==> config.mk <==
export PLATFORM = sky130hd
export DESIGN_NAME = trap_ctrl_plic
export DESIGN_NICKNAME = d
export VERILOG_FILES = /design/src/rtl/trap_ctrl_plic.sv
export SDC_FILE = /design/constraint.sdc
export NUM_CORES = 1
export LEC_CHECK = 0
export CAP_MARGIN = 0
export CORE_AREA = 2 2 137 139
export DETAILED_ROUTE_END_ITERATION = 16
export DIE_AREA = 0 0 139 141
export PLACE_DENSITY_LB_ADDON = 0.25
export SYNTH_ARGS = -nofsm -noshare
export SYNTH_HDL_FRONTEND = slang
export SYNTH_SLANG_ARGS = --single-unit
==> constraint.sdc <==
create_clock -name clk -period 9.25 [get_ports clk]
set_input_delay 2.775 -clock clk [delete_from_list [all_inputs] [get_ports clk]]
set_output_delay 2.775 -clock clk [all_outputs]
set_load 0.005 [all_outputs]
==> src/rtl/trap_ctrl_plic.sv <==
`default_nettype none
// ============================================================================
// Module  : trap_ctrl_plic
// Brief   : WB-stage trap controller; merges exceptions, mret and interrupts
//           into one prioritised redirect and drives the CSR update values.
// Revision: 1.0 - initial release
// ============================================================================
module trap_ctrl_plic #(
  parameter int unsigned NUM_LOCAL   = 4,
  parameter logic [15:0] LOCAL_EDGE  = 16'h0000,
  parameter int unsigned SYNC_STAGES = 2,
  parameter int unsigned HOLD_CYCLES = 2
) (
  input  logic                    clk,
  input  logic                    rst,
  input  logic                    wb_valid,
  input  logic                    wb_flush,
  input  logic [31:0]             pc,
  input  logic [31:0]             fault_address,
  input  logic [31:0]             fault_instruction,
  input  logic [3:0]              exc,
  input  logic                    mret,
  input  logic                    software_interrupt,
  input  logic                    timer_interrupt,
  input  logic                    external_interrupt,
  input  logic [NUM_LOCAL-1:0]    local_interrupt,
  input  logic [29:0]             i_mtvec_base,
  input  logic [1:0]              i_mtvec_mode,
  input  logic                    i_mstatus_mie,
  input  logic                    i_mstatus_mpie,
  input  logic [31:0]             i_mepc_value,
  input  logic [16+NUM_LOCAL-1:0] i_mie,
  output logic [16+NUM_LOCAL-1:0] o_mip,
  output logic                    trap_take,
  output logic [31:0]             trap_pc,
  output logic                    o_mcause_interrupt,
  output logic [30:0]             o_mcause_exception_code,
  output logic [31:0]             o_mepc_value,
  output logic [31:0]             o_mtval_value,
  output logic                    o_mstatus_mie,
  output logic                    o_mstatus_mpie,
  output logic [1:0]              o_mstatus_mpp
);

  localparam int unsigned c_W         = 16 + NUM_LOCAL;
  localparam int unsigned c_CNT_W     = (HOLD_CYCLES > 2) ? $clog2(HOLD_CYCLES) : 1;
  localparam int unsigned c_HOLD_LOAD = (HOLD_CYCLES > 0) ? HOLD_CYCLES - 1 : 0;

  typedef enum logic [0:0] {
    ST_IDLE = 1'b0,
    ST_HOLD = 1'b1
  } state_t;

  state_t             r_state, w_state_nxt;
  logic [c_CNT_W-1:0] r_cnt, w_cnt_nxt;

  logic [c_W-1:0] w_raw, w_edge_mask, w_sync;
  logic [c_W-1:0] r_prev, r_edge, r_lvl;
  logic [c_W-1:0] w_cand, w_clr;
  logic           w_int_any, w_exc_any, w_accept;
  logic           w_take_int, w_take_exc, w_take_mret;
  logic [4:0]     w_int_cause;
  logic [30:0]    w_exc_code;
  logic [31:0]    w_exc_tval;
  logic [31:0]    w_base_pc;

  // Interrupt inputs are carried in mip bit positions from the pin onwards.
  always_comb begin
    w_raw       = '0;
    w_edge_mask = '0;
    w_raw[3]    = software_interrupt;
    w_raw[7]    = timer_interrupt;
    w_raw[11]   = external_interrupt;
    for (int i = 0; i < NUM_LOCAL; i++) begin
      w_raw[16+i]       = local_interrupt[i];
      w_edge_mask[16+i] = LOCAL_EDGE[i];
    end
  end

  generate
    if (SYNC_STAGES == 0) begin : g_no_sync
      assign w_sync = w_raw;
    end else begin : g_sync
      logic [c_W-1:0] r_stage [SYNC_STAGES];
      always_ff @(posedge clk) begin
        if (rst) begin
          r_stage <= '{default: '0};
        end else begin
          r_stage[0] <= w_raw;
          for (int s = 1; s < SYNC_STAGES; s++) begin
            r_stage[s] <= r_stage[s-1];
          end
        end
      end
      assign w_sync = r_stage[SYNC_STAGES-1];
    end
  endgenerate

  // Edge latch: a fresh rising edge wins over a clear from a trap taken the same cycle.
  always_ff @(posedge clk) begin
    if (rst) begin
      r_prev <= '0;
      r_edge <= '0;
      r_lvl  <= '0;
    end else begin
      r_prev <= w_sync;
      r_edge <= ((w_sync & ~r_prev) | (r_edge & ~w_clr)) & w_edge_mask;
      r_lvl  <= w_sync & ~w_edge_mask;
    end
  end

  assign o_mip  = rst ? '0 : (r_lvl | r_edge);
  assign w_cand = o_mip & i_mie & {c_W{i_mstatus_mie}};

  // Later assignments override earlier ones, so the loop ends with the highest priority.
  always_comb begin
    w_int_any   = 1'b0;
    w_int_cause = '0;
    for (int i = 0; i < NUM_LOCAL; i++) begin
      if (w_cand[16+i]) begin
        w_int_any   = 1'b1;
        w_int_cause = 5'(16 + i);
      end
    end
    if (w_cand[7]) begin
      w_int_any   = 1'b1;
      w_int_cause = 5'd7;
    end
    if (w_cand[3]) begin
      w_int_any   = 1'b1;
      w_int_cause = 5'd3;
    end
    if (w_cand[11]) begin
      w_int_any   = 1'b1;
      w_int_cause = 5'd11;
    end
  end

  always_comb begin
    w_exc_any  = |exc;
    w_exc_code = '0;
    w_exc_tval = '0;
    if (exc[0]) begin
      w_exc_code = 31'd0;
      w_exc_tval = fault_address;
    end else if (exc[1]) begin
      w_exc_code = 31'd2;
      w_exc_tval = fault_instruction;
    end else if (exc[2]) begin
      w_exc_code = 31'd4;
      w_exc_tval = fault_address;
    end else if (exc[3]) begin
      w_exc_code = 31'd6;
      w_exc_tval = fault_address;
    end
  end

  assign w_accept    = wb_valid & ~wb_flush & (r_state == ST_IDLE) & ~rst;
  assign w_take_int  = w_accept & w_int_any;
  assign w_take_exc  = w_accept & ~w_int_any & w_exc_any;
  assign w_take_mret = w_accept & ~w_int_any & ~w_exc_any & mret;
  assign w_base_pc   = {i_mtvec_base, 2'b00};
  assign w_clr       = w_take_int ? (c_W'(1) << w_int_cause) : '0;

  always_comb begin
    trap_take               = w_take_int | w_take_exc | w_take_mret;
    trap_pc                 = '0;
    o_mcause_interrupt      = 1'b0;
    o_mcause_exception_code = '0;
    o_mtval_value           = '0;
    o_mepc_value            = rst ? '0 : pc;
    o_mstatus_mie           = rst ? 1'b0 : i_mstatus_mie;
    o_mstatus_mpie          = rst ? 1'b0 : i_mstatus_mpie;
    o_mstatus_mpp           = rst ? 2'b00 : 2'b11;
    if (w_take_int) begin
      trap_pc                 = (i_mtvec_mode == 2'd1) ?
                                w_base_pc + {25'd0, w_int_cause, 2'b00} : w_base_pc;
      o_mcause_interrupt      = 1'b1;
      o_mcause_exception_code = {26'd0, w_int_cause};
      o_mstatus_mie           = 1'b0;
      o_mstatus_mpie          = i_mstatus_mie;
    end else if (w_take_exc) begin
      trap_pc                 = w_base_pc;
      o_mcause_exception_code = w_exc_code;
      o_mtval_value           = w_exc_tval;
      o_mstatus_mie           = 1'b0;
      o_mstatus_mpie          = i_mstatus_mie;
    end else if (w_take_mret) begin
      trap_pc        = i_mepc_value;
      o_mstatus_mie  = i_mstatus_mpie;
      o_mstatus_mpie = 1'b1;
    end
  end

  always_ff @(posedge clk) begin
    if (rst) begin
      r_state <= ST_IDLE;
      r_cnt   <= '0;
    end else begin
      r_state <= w_state_nxt;
      r_cnt   <= w_cnt_nxt;
    end
  end

  // Hold-off lets the pipeline drain after a redirect before another is accepted.
  always_comb begin
    w_state_nxt = r_state;
    w_cnt_nxt   = r_cnt;
    case (r_state)
      ST_IDLE: begin
        if (trap_take && (HOLD_CYCLES > 0)) begin
          w_state_nxt = ST_HOLD;
          w_cnt_nxt   = c_CNT_W'(c_HOLD_LOAD);
        end
      end
      ST_HOLD: begin
        if (r_cnt == '0) begin
          w_state_nxt = ST_IDLE;
        end else begin
          w_cnt_nxt = r_cnt - 1'b1;
        end
      end
      default: w_state_nxt = ST_IDLE;
    endcase
  end

endmodule
`default_nettype wire
==> impl_metrics.toml <==
[status]
status = "finished, final reports clean"

[critical_path]
cp_max_fo = 3
max_stage_delay_ps = 500
path_cells = "clkdlybuf4s50_1, a222oi_1, nand3_1, nand2_1, inv_1, ha_1, a21oi_1, o21a_1, or3_1, or4_4, mux2i_1, a221o_1, clkdlybuf4s50_1"
worst_path_max_delay_cell = "or4_4"
required_ps = 6480
crit_type = "primary input to output pin"
start_kind = "primary input"
cp_common_cell = "clkdlybuf4s50_1"
cp_num_buf_inv = 3
cp.arrival_ps = 6270
cp-end-kind = "output pin"
r2r_slack_ps = 6930
path_delay_family = "simple AND/OR/NAND/NOR gates"

[clock_network]
clk_pin_slew_worst_paths_ps = 60
htree_levels = 1
numCtsBuffers = 3
cts.sinks = 23
clockRootBuffer = "clkbuf_16"
post_cts_buffers = 0
cts_tree = "built"
clock_latency_ps = 250
clockBufferDepth = 2

[route]
ant_nets = 0
viasPerCell = 4.37
drc = 0
avgRoutedWirePerCell_microns = 15.4
wirelength_mm = 15.2
drtIter0Drc = 208
vias = 4309
drtPass1Iterations = 4

[die]
rows = 50
io_pins = 351
die_h_microns = 141
die_x_microns = 139
start_util_pct = 17.0
coreArea_sq_um = 18300
die-area_sq_um = 19600

[finish]
num_antenna_cells = 0
register_area_sq_um = 460
final_nets = 958
multi_input_area_sq_um = 2370
final_layout_size_suffix_gt1_share_pct = 5.58
area_growth_pct = 106
layout_common_cells = "clkdlybuf4s50_1, nor2b_1, nor2_1, conb_1, a22oi_1"
num-fill-cells = 1975
layout.cells.most_common = "clkdlybuf4s50_1"

[placed_design]
io_buffers = 298
gp_congestion = 0.753
dp_hpwl_mm = 12.2

[pwr]
clkPwrFrac_pct = 24.4
net-switching-power_uw = 103
swShare_pct = 26.8
comb_power_share_pct = 48.6
pwr-share-seq_pct = 27.0
leakagePower_nw = 2.33
power_uw = 386
irDropWorstVdd_mv = 0.0742
p_int_uw = 283
powerDensity_nw_per_um2 = 60.6

[synthesis]
yosysSeqAreaShare_pct = 14.9
async_reset_ff_share_pct = 0
synth_top_flop_cell = "dfxtp_1"
synth_top_area_cell = "dfxtp_1"
syn_avg_cell_area_sq_um = 6.72
yosysTopAreaCellShare_pct = 14.9
ys_seq_elements = 23
synthCells = 461
synth_edf_count = 0
synth_area_leaders = "dfxtp_1, nor2b_1, buf_4, a22oi_1, nor2_1"
synth_area_sq_um = 3100
yosys_warnings = 0
synth_cell_types = 51

[grt]
antenna_found_initial = 0
grt_pass1_wl_mm = 22.7
grt_usage_pct = 14.2
grt_overflow = 0
grt_pass1_vias = 4045
grt_max_degree = 62

[hold_path]
min_path_type = "flop to flop"

[timing]
clock.fmax_mhz = 111
worstMarginPinSlew_ps = 558
period_share_pct = 97.7
setup_viol = 0
slew_headroom_pct = 62.3
finalCriticalPeriod_ps = 9040
hold_violations = 0
setup_tns_ps = 0
rsz0062_at_grt = "no"
fin_skew_ps = 1.79
drv_slew = 0

[run]
cap_violations = 0
-- worst reg2reg max path: cells and delay by family, from the launching register on --
family | cells | cell delay, ps
buffers and inverters | 2 | 580
AO/OA/AOI/OAI | 2 | 700
AND/OR/NAND/NOR | 4 | 650
flip-flops | 1 | 320
-- metrics by stage --
| step | util, % | std cells | cell area [sq um] | setup slack, ps | hold WS (ps) |
|---|---|---|---|---|---|
| after detailed placement | 34.3 | 983 | 6270 | 53.5 | 420 |
| after CTS | 34.8 | 987 | 6350 | 43.8 | 436 |
| after global routing | 34.9 | 987 | 6380 | 12.5 | 459 |
| after global placement | 34.3 | 983 | 6270 | 87.3 | 419 |
| after floorplan | - | 499 | 3240 | 1080 | 414 |
| final | 34.9 | 987 | 6380 | 209 | 433 |
-- cell families after synthesis --
group / synth area share, %
multiplexers: 0.323
XOR/XNOR: 1.41
buffers and inverters: 14.5
AO/OA/AOI/OAI: 28.6
other: 0.121
AND/OR/NAND/NOR: 37.5
adder cells (fa/ha/maj): 2.66
flip-flops: 14.9
-- layer usage --
metal | wire length (microns) | GRT usage [%]
met3 | 1200 | 3.87
met5 | 0 | 0
met2 | 7570 | 25.2
met1 | 6380 | 18.1
met4 | 36 | 0.957
-- flip-flops by register name, indices dropped and copies added (netlist names) --
| signal | count |
|---|---|
| g_sync.r_stage | 7 |
| w_sync | 7 |
| r_state | 1 |
| r_cnt | 1 |
| r_lvl | 7 |
-- power by group through the flow --
stage               clock network [mW]  logic [mW]  registers [mW]
floorplan                            0      0.0667           0.106
global placement                     0       0.188           0.107
detailed placement                   0       0.187           0.107
CTS                             0.0964       0.189           0.104
global route                     0.101       0.205           0.105
finish                          0.0941       0.188           0.104
-- layout make-up --
| class | instances | area share, % |
|---|---|---|
| sequential | 23 | 7.22 |
| inverter | 7 | 0.412 |
| tap | 234 | 4.59 |
| timing repair buffer | 320 | 49.3 |
| clock inverter | 1 | 0.118 |
| multi-input combinational | 399 | 37.2 |
| clock buffer | 3 | 1.18 |
-- path summary, 6_finish.rpt --
path	from	to	cells after the start
max	i_mie[7]	trap_pc[19]	13
min	g_sync.r_stage[23]	w_sync[3]	1
max reg2reg	r_lvl[7]	r_cnt	8
min reg2reg	g_sync.r_stage[23]	w_sync[3]	1
-- synthesized netlist by cell type, drive strengths merged (2+ instances only) --
cell,instances
xor2,4
o21ai,27
nand2b,3
inv,7
a22oi,38
nor4,3
a21oi,20
a211oi,3
a31oi,8
and2,6
clkbuf,21
ha,5
a32oi,2
or4,3
a41oi,3
nand2,37
and3,5
nor2b,66
o211ai,7
nor3,8
buf,49
nor2,50
dfxtp,23
a221o,8
o311ai,4
nand3,20
nand4,6
or3,7
and4,3
-- what timing repair did --
item | CTS | global route
setup endpoints to repair | 0 | 8
resized for setup | 0 | 6
hold buffers | 0 | 0
Note: power is estimated with default switching activity, not from simulation.
